## src/rtl/button_pulser.sv

```systemverilog
// Push-button conditioner: per-bit 2-flop synchronizer, debounce FSM and
// optional hold-to-repeat, emitting one registered sysclk pulse per accepted press.
module button_pulser #(
   parameter int WIDTH           = 2,
   parameter int DEBOUNCE_CYCLES = 100000,
   parameter int REPEAT_EN       = 0,
   parameter int HOLD_CYCLES     = 50000000,
   parameter int REPEAT_CYCLES   = 10000000
) (
   input  logic             sysclk,
   input  logic             rst,
   input  logic [WIDTH-1:0] btn,
   output logic [WIDTH-1:0] pulse,
   output logic [WIDTH-1:0] level
);

   localparam int MAX_DH  = (DEBOUNCE_CYCLES > HOLD_CYCLES) ? DEBOUNCE_CYCLES : HOLD_CYCLES;
   localparam int MAX_CYC = (MAX_DH > REPEAT_CYCLES) ? MAX_DH : REPEAT_CYCLES;
   localparam int CW      = $clog2(MAX_CYC) + 1;

   // A repeat threshold of 1 would give back-to-back pulses; floor it at 2.
   localparam int HOLD_EFF = (HOLD_CYCLES < 2) ? 2 : HOLD_CYCLES;
   localparam int REP_EFF  = (REPEAT_CYCLES < 2) ? 2 : REPEAT_CYCLES;

   localparam logic [CW-1:0] CNT_ZERO  = CW'(1'b0);
   localparam logic [CW-1:0] CNT_ONE   = CW'(1'b1);
   localparam logic [CW-1:0] CNT_MAX   = {CW{1'b1}};
   localparam logic [CW-1:0] DEB_V     = CW'(DEBOUNCE_CYCLES);
   localparam logic [CW-1:0] HOLD_LAST = CW'(HOLD_EFF - 1);
   localparam logic [CW-1:0] REP_LAST  = CW'(REP_EFF - 1);

   localparam logic [1:0] ST_IDLE       = 2'd0;
   localparam logic [1:0] ST_PRESS_WAIT = 2'd1;
   localparam logic [1:0] ST_HELD       = 2'd2;
   localparam logic [1:0] ST_REL_WAIT   = 2'd3;

   logic [WIDTH-1:0] sync1_q;
   logic [WIDTH-1:0] sync2_q;

   // Two-flop synchronizer for the raw button levels.
   always_ff @(posedge sysclk or posedge rst) begin
      if (rst) begin
         sync1_q <= {WIDTH{1'b0}};
         sync2_q <= {WIDTH{1'b0}};
      end else begin
         sync1_q <= btn;
         sync2_q <= sync1_q;
      end
   end

   for (genvar i = 0; i < WIDTH; i++) begin : g_btn
      logic [1:0]    state_q, state_d;
      logic [CW-1:0] cnt_q, cnt_d;
      logic [CW-1:0] cnt_inc_s;
      logic [CW-1:0] rep_last_s;
      logic          rep_q, rep_d;
      logic          pulse_q, pulse_d;
      logic          level_q, level_d;
      logic          s_s;

      assign s_s        = sync2_q[i];
      assign cnt_inc_s  = (cnt_q == CNT_MAX) ? cnt_q : (cnt_q + CNT_ONE);
      assign rep_last_s = rep_q ? REP_LAST : HOLD_LAST;

      // Debounce / repeat next-state logic.
      always_comb begin
         state_d = state_q;
         cnt_d   = cnt_q;
         rep_d   = rep_q;
         pulse_d = 1'b0;
         level_d = level_q;
         case (state_q)
            ST_IDLE: begin
               level_d = 1'b0;
               if (s_s) begin
                  state_d = ST_PRESS_WAIT;
                  cnt_d   = CNT_ONE;
               end else begin
                  cnt_d = CNT_ZERO;
               end
            end
            ST_PRESS_WAIT: begin
               if (!s_s) begin
                  state_d = ST_IDLE;
                  cnt_d   = CNT_ZERO;
               end else if (cnt_q == DEB_V) begin
                  state_d = ST_HELD;
                  pulse_d = 1'b1;
                  level_d = 1'b1;
                  cnt_d   = CNT_ZERO;
               end else begin
                  cnt_d = cnt_inc_s;
               end
            end
            ST_HELD: begin
               if (!s_s) begin
                  state_d = ST_REL_WAIT;
                  cnt_d   = CNT_ONE;
               end else if ((REPEAT_EN != 0) && (cnt_q == rep_last_s)) begin
                  pulse_d = 1'b1;
                  rep_d   = 1'b1;
                  cnt_d   = CNT_ZERO;
               end else begin
                  cnt_d = cnt_inc_s;
               end
            end
            ST_REL_WAIT: begin
               if (s_s) begin
                  state_d = ST_HELD;
                  cnt_d   = CNT_ZERO;
               end else if (cnt_q == DEB_V) begin
                  state_d = ST_IDLE;
                  level_d = 1'b0;
                  rep_d   = 1'b0;
                  cnt_d   = CNT_ZERO;
               end else begin
                  cnt_d = cnt_inc_s;
               end
            end
            default: begin
               state_d = ST_IDLE;
               cnt_d   = CNT_ZERO;
               rep_d   = 1'b0;
               level_d = 1'b0;
            end
         endcase
      end

      // Per-button state, counter and registered outputs.
      always_ff @(posedge sysclk or posedge rst) begin
         if (rst) begin
            state_q <= ST_IDLE;
            cnt_q   <= CNT_ZERO;
            rep_q   <= 1'b0;
            pulse_q <= 1'b0;
            level_q <= 1'b0;
         end else begin
            state_q <= state_d;
            cnt_q   <= cnt_d;
            rep_q   <= rep_d;
            pulse_q <= pulse_d;
            level_q <= level_d;
         end
      end

      assign pulse[i] = pulse_q;
      assign level[i] = level_q;
   end

endmodule

```

## config.mk

```make
export PLATFORM = sky130hd
export DESIGN_NAME = button_pulser
export DESIGN_NICKNAME = d
export VERILOG_FILES = /design/src/rtl/button_pulser.sv
export SDC_FILE = /design/constraint.sdc
export NUM_CORES = 1
export LEC_CHECK = 0
export CAP_MARGIN = 20
export CORE_MARGIN = 3
export CORE_UTILIZATION = 42
export DETAILED_ROUTE_END_ITERATION = 8
export SETUP_SLACK_MARGIN = 0.15
export SLEW_MARGIN = 30
export SYNTH_ARGS = -nofsm -noshare
export SYNTH_HDL_FRONTEND = slang
export SYNTH_SLANG_ARGS = --single-unit
```

## constraint.sdc

```tcl
create_clock -name sysclk -period 2.7 [get_ports sysclk]
set_clock_uncertainty 0.1 [all_clocks]
set_input_delay 0.54 -clock sysclk [delete_from_list [all_inputs] [get_ports sysclk]]
set_output_delay 0.54 -clock sysclk [all_outputs]
set_load 0.005 [all_outputs]
```

==> results.py, run 1 <==
metrics = {
    "outcome": {
        "status": "complete, no violations",
    },
    "sta": {
        "rsz0062_at_grt": "no",
        "max_freq_mhz": 418,
        "setup_viol": 0,
        "finalHoldViolations": 0,
        "fin_crit_ns": 2.39,
        "fin_ws_ns": 0.310,
        "max_slew_margin_pct": 56.3,
        "slew_viol_final": 0,
        "whs_ns": 0.254,
        "finalCritPeriodShare_pct": 88.5,
        "final.setup.tns_ns": 0,
        "worst_slew_pin_slew_ns": 0.650,
    },
    "worst_setup_path": {
        "critPathMaxStageDelay_ns": 0.62,
        "worst_setup_path_end_kind": "register",
        "r2r_cells": 6,
        "reg2reg_slack_ns": 0.31,
        "worstReg2RegStart": "g_btn[1].cnt_q[0]",
        "worstSetupStartpoint": "g_btn[1].cnt_q[0]",
        "crit_buf_inv": 0,
        "path_class": "register to register",
        "critPathCapture": "g_btn[1].cnt_q[14]",
        "critical-path-top-delay-family": "simple AND/OR/NAND/NOR gates",
        "path_depth": 6,
        "crit_chain": "ha_1, nand2_1, or4_4, a31o_1, or3_1, a21oi_1",
        "cp-start-kind": "register",
        "arrival_ns": 2.57,
        "crit_slowest_cell": "or4_4",
        "worst_r2r_endpoint": "g_btn[1].cnt_q[14]",
        "required_ns": 2.88,
        "cp_max_fo": 7,
    },
    "min_path": {
        "hold_class": "register to register",
    },
    "yosys": {
        "synth_compound_area_share_pct": 13.0,
        "synth.avg_cell_area_um2": 9.14,
        "synthMuxAreaShare_pct": 1.09,
        "synth-async-reset-ratio_pct": 100,
        "synthCells": 415,
        "synth.yosys.warnings": 0,
        "synth_edf_count": 0,
        "synth_fa_ha_area_share_pct": 2.97,
        "synth-seq-area-share_pct": 43.5,
        "synth.distinct_cells": 54,
        "synth-seq-cells": 66,
        "ys.flop_type": "dfrtp_1",
        "synth_xor_xnor_area_share_pct": 6.70,
        "synth_top_family_by_area": "simple AND/OR/NAND/NOR gates",
        "syn_area_mm2": 0.00379,
        "synth_nets": 428,
        "synth-simple-area-share_pct": 27.7,
    },
    "detailed_routing": {
        "ant_nets": 0,
        "wirelength_mm": 8.42,
        "viasPerCell": 5.83,
        "drc": 0,
        "drtIter0Drc": 143,
        "met3_length_um": 293,
        "wl_met1_mm": 3.80,
        "num_vias": 3135,
        "highest_layer": "met4",
        "dr_wl_met2_mm": 4.13,
        "wl_per_cell_um": 15.7,
        "dr.pass1.iters": 4,
    },
    "die": {
        "start_util_pct": 43.3,
        "ios": 8,
        "rows": 34,
        "die_area_mm2": 0.0102,
        "coreArea_mm2": 0.00876,
        "die_w_um": 101,
        "die_y_um": 101,
    },
    "placement": {
        "place_hpwl_mm": 5.82,
        "port_buffers": 7,
        "gp_congestion": 0.822,
        "pre_cts_slack_ns": 0.169,
        "place_area_mm2": 0.00402,
    },
    "clock_tree": {
        "post_cts_buffers": 0,
        "clk_latency_ns": 0.34,
        "htreeDepth": 3,
        "cts_root_buf": "clkbuf_8",
        "cts_tree": "yes",
        "cts_made_buffers": 9,
        "clk_pin_slew_worst_paths_ns": 0.07,
        "cts_buffer_depth": 2,
        "cts_sinks": 66,
    },
    "finish": {
        "seq_area_mm2": 0.00165,
        "layout_common_cells": "dfrtp_1 (66), nor2_1 (46), a21oi_1 (29)",
        "area_growth_pct": 12.6,
        "diodes": 0,
        "nets": 438,
        "drive_gt1_share_pct": 11.2,
        "multiInputGateArea_mm2": 0.00196,
        "fin_area_mm2": 0.00427,
        "n_fill_cell": 815,
        "final_common_cell": "dfrtp_1",
    },
    "power_and_ir_drop": {
        "p_leak_nw": 1.57,
        "power_mw": 2.54,
        "ir_worst_vdd_mv": 0.314,
        "powerDensity_mw_per_mm2": 595,
    },
    "global_routing": {
        "overflow": 0,
        "grt_pass1_vias": 3023,
        "grt_usage_pct": 18.0,
        "antenna_found_initial": 0,
        "grt_start_max_net_pins": 49,
        "grt_pass1_wl_mm": 14.6,
    },
    "flow_run": {
        "drv_cap": 0,
    },
}
[sequential cells by signal, indices dropped and copies added, names as in the netlist, named ones only]
signal and cells:
g_btn.cnt_q 54, g_btn.level_q 2, g_btn.pulse_q 2, g_btn.state_q 2, sync1_q 2, sync2_q 2
[per-stage QoR]
| step | utilization, % | cells |
|---|---|---|
| after global routing | 48.7 | 538 |
| after global placement | 45.8 | 522 |
| final | 48.7 | 538 |
| after detailed placement | 45.8 | 522 |
| after floorplan | - | 415 |
| after CTS | 48.7 | 538 |
[how the worst min path moves through the flow]
| stage | end | slack [ns] | cells past startpoint | startpoint |
|---|---|---|---|---|
| finish | sync2_q[0] | 0.25 | 0 | sync1_q[0] |
| global route | sync2_q[0] | 0.27 | 0 | sync1_q[0] |
| CTS | sync2_q[1] | 0.26 | 0 | sync1_q[1] |
| detailed placement | sync2_q[0] | 0.24 | 0 | sync1_q[0] |
| global placement | sync2_q[1] | 0.23 | 0 | sync1_q[1] |
| floorplan | sync2_q[0] | 0.23 | 0 | sync1_q[0] |
[report_power, final]
part           switching (mW)  total [mW]  internal [mW]  leakage [nW]
clock network           0.400        1.04          0.642         0.127
logic                   0.261       0.419          0.159         0.543
registers              0.0530        1.08           1.03         0.902
[area by class of cell]
type	count	area share (%)
tap	108	3.16
multi-input combinational	308	46.0
sequential	66	38.7
inverter	19	1.67
timing repair buffer	21	4.69
clock inverter	6	2.64
clock buffer	10	3.22
[routing by layer]
layer	global-route usage (%)	vias to the layer above
met2	30.0	45
met3	4.57	16
met5	0	-
met1	22.1	1532
li1	-	1542
met4	7.67	0
[timing repair]
item | 4_1_cts | 5_1_grt
gates resized for setup | 1 | 1
setup endpoints to repair | 1 | 3
hold buffers | 0 | 0
gates cloned | 0 | 0
[cell usage after synthesis (2+ instances only)]
library cell	number	area, um2
inv_1	19	71.3
and4_1	4	35.0
nor4_1	10	62.6
nor4_2	2	25.0
a2111oi_0	2	17.5
nor3_1	13	65.1
nand4_1	14	87.6
nand2_1	24	90.1
clkbuf_1	9	33.8
or3_1	10	62.6
nand3_1	26	130
ha_1	9	113
nand4b_1	2	17.5
mux2i_1	3	30.0
a21o_1	2	15.0
a21oi_1	29	145
xnor2_1	26	228
nor2_1	46	173
o21ai_0	12	60.1
nor4b_1	7	61.3
or2_2	4	25.0
buf_4	5	37.5
nor3b_1	4	30.0
dfrtp_1	66	1650
and3_1	2	12.5
a211oi_1	9	67.6
a31oi_1	4	25.0
xor2_1	3	26.3
or4_1	12	90.1
o31ai_1	8	60.1
buf_2	6	30.0
[kinds of logic (layout without fill, tap and decap cells)]
group,count (synthesis),count (layout)
buffers and inverters,41,56
xor gates and xnor gates,29,29
muxes,4,4
adders and majority gates,9,9
and+or+nand+nor,188,188
AOI/OAI and AO/OA,78,78
DFF,66,66
Power figures use the tool's default switching activity.
==> inputs of run 2 (changes only) <==
- CORE_MARGIN: 3 -> 5
==> run 2 against run 1 <==
Register-to-register slack about the same. Hold slack worse by 0.00056 ns. Sequential power about the same. Non-clock buffer count down 3. Total power down 9.3%. Global-route usage down 2.6 points. Largest cell class unchanged. Die area up 8.1%. Routed wire length down 2.7%. Utilization down 1.1 points. Sequential share of layout area up 0.88 points.
==> results.py, run 2 (same netlist as run 1, synthesis figures left out) <==
metrics = {
    "sta": {
        "max_freq_mhz": 417,
        "whs_ns": 0.254,
        "max_slew_margin_pct": 53.4,
        "final.setup.tns_ns": 0,
        "finalCritPeriodShare_pct": 88.9,
        "rsz0062_at_grt": "no",
        "setup_viol": 0,
        "finalHoldViolations": 0,
        "fin_crit_ns": 2.40,
        "worst_slew_pin_slew_ns": 0.681,
        "slew_viol_final": 0,
    },
    "detailed_routing": {
        "drtIter0Drc": 172,
        "dr.pass1.iters": 5,
        "num_vias": 3113,
        "viasPerCell": 5.83,
        "ant_nets": 0,
        "wirelength_mm": 8.20,
        "wl_per_cell_um": 15.3,
        "drc": 0,
    },
    "finish": {
        "area_growth_pct": 10.1,
        "nets": 435,
        "final_common_cell": "dfrtp_1",
        "fin_cells": 534,
        "top_register": "g_btn.cnt_q",
        "n_fill_cell": 840,
        "seq_area_mm2": 0.00165,
        "fin_area_mm2": 0.00418,
        "diodes": 0,
        "drive_gt1_share_pct": 9.62,
        "multiInputGateArea_mm2": 0.00197,
        "layout_common_cells": "dfrtp_1 (66), nor2_1 (46), a21oi_1 (29)",
        "largest_reg_flops": 54,
    },
    "min_path": {
        "hold_start": "sync1_q[0]",
        "hold_end": "sync2_q[0]",
        "hold_class": "register to register",
        "whs_path_depth": 0,
    },
    "clock_tree": {
        "cts_sinks": 66,
        "cts_buffer_depth": 2,
        "clk_latency_ns": 0.34,
        "htreeDepth": 3,
        "cts_hold_buf": 0,
        "cts_tree": "yes",
        "cts_made_buffers": 9,
        "cts_root_buf": "clkbuf_8",
        "post_cts_buffers": 0,
        "postCtsResizedCells": 0,
        "clk_pin_slew_worst_paths_ns": 0.07,
    },
    "worst_setup_path": {
        "path_class": "register to register",
        "cp_max_fo": 7,
        "r2r_cells": 6,
        "crit_buf_inv": 0,
        "crit_slowest_cell": "or4_4",
        "worst_setup_path_end_kind": "register",
        "critical-path-top-delay-family": "simple AND/OR/NAND/NOR gates",
        "crit_chain": "ha_1, nand2_1, or4_4, a31o_1, or3_1, a21oi_1",
        "cp-start-kind": "register",
        "worstReg2RegStart": "g_btn[1].cnt_q[0]",
        "arrival_ns": 2.56,
        "required_ns": 2.86,
        "reg2reg_slack_ns": 0.30,
        "critPathMaxStageDelay_ns": 0.62,
        "worst_r2r_endpoint": "g_btn[1].cnt_q[14]",
    },
    "die": {
        "coreArea_mm2": 0.00876,
        "die_w_um": 105,
        "start_util_pct": 43.3,
        "ios": 8,
        "die_y_um": 105,
        "die_area_mm2": 0.0110,
        "rows": 34,
    },
    "global_routing": {
        "grt_start_max_net_pins": 47,
        "antenna_found_initial": 0,
        "grt_pass1_vias": 2939,
        "grt_usage_pct": 15.5,
        "overflow": 0,
        "grt_pass1_wl_mm": 14.2,
    },
    "placement": {
        "gp_congestion": 0.803,
        "port_buffers": 7,
        "place_area_mm2": 0.00398,
        "place_hpwl_mm": 5.60,
        "dp.cells": 519,
    },
    "outcome": {
        "status": "complete, no violations",
    },
    "power_and_ir_drop": {
        "powerDensity_mw_per_mm2": 552,
        "p_leak_nw": 1.51,
        "power_mw": 2.31,
        "ir_worst_vdd_mv": 0.216,
    },
    "flow_run": {
        "drv_cap": 0,
    },
}
## run 2: cell count changes in the layout (fill, tap and decap cells not counted), sizes merged
cell      before  now
inv           20   19
clkinvlp       0    1
clkinv         2    0
buf           14   11
bufinv         3    1
clkbuf        10   13
## run 2: worst register-to-register path, stage by stage (launching register included)
cell	delay, ns
dfrtp_1	0.45
ha_1	0.29
nand2_1	0.17
or4_4	0.62
a31o_1	0.24
or3_1	0.31
a21oi_1	0.15
## run 2: how the worst max path moves through the flow
stage / start / to / slack [ns] / cells after the start
final: g_btn[1].cnt_q[0] / g_btn[1].cnt_q[14] / 0.30 / 6
after global routing: g_btn[1].cnt_q[0] / g_btn[1].cnt_q[8] / 0.18 / 8
after CTS: g_btn[1].cnt_q[0] / g_btn[1].cnt_q[0] / 0.16 / 6
after detailed placement: g_btn[1].cnt_q[0] / g_btn[1].cnt_q[0] / 0.19 / 6
after global placement: g_btn[1].cnt_q[0] / g_btn[1].cnt_q[9] / 0.29 / 6
after floorplan: rst / asynchronous set/reset pin / 0.41 / 1
## run 2: area by class of cell
type / instances / area share [%]
clock inverter: 2 / 0.899
inverter: 19 / 1.71
clock buffer: 13 / 3.57
multi-input combinational: 308 / 47.1
sequential: 66 / 39.5
tap: 108 / 3.24
timing repair buffer: 18 / 3.95
## run 2: power by group
group,switching (mW),internal [mW],total [mW]
clock,0.364,0.448,0.812
sequential,0.0557,1.03,1.08
combinational,0.254,0.156,0.410
total,0.673,1.63,2.31
## run 2: per-layer routing
layer / up-vias / part of all wire (%) / track usage, %
met3: 11 / 4.1 / 2.59
met1: 1519 / 50 / 22.6
met2: 62 / 44 / 22.8
met4: 0 / 1.5 / 6.12
li1: 1521 / - / -
met5: - / 0 / 0
## run 2: per-stage QoR
step	setup slack (ns)	utilization, %
finish	0.299	47.7
global route	0.176	47.7
CTS	0.158	47.6
detailed placement	0.191	45.4
global placement	0.292	45.4
floorplan	0.405	-
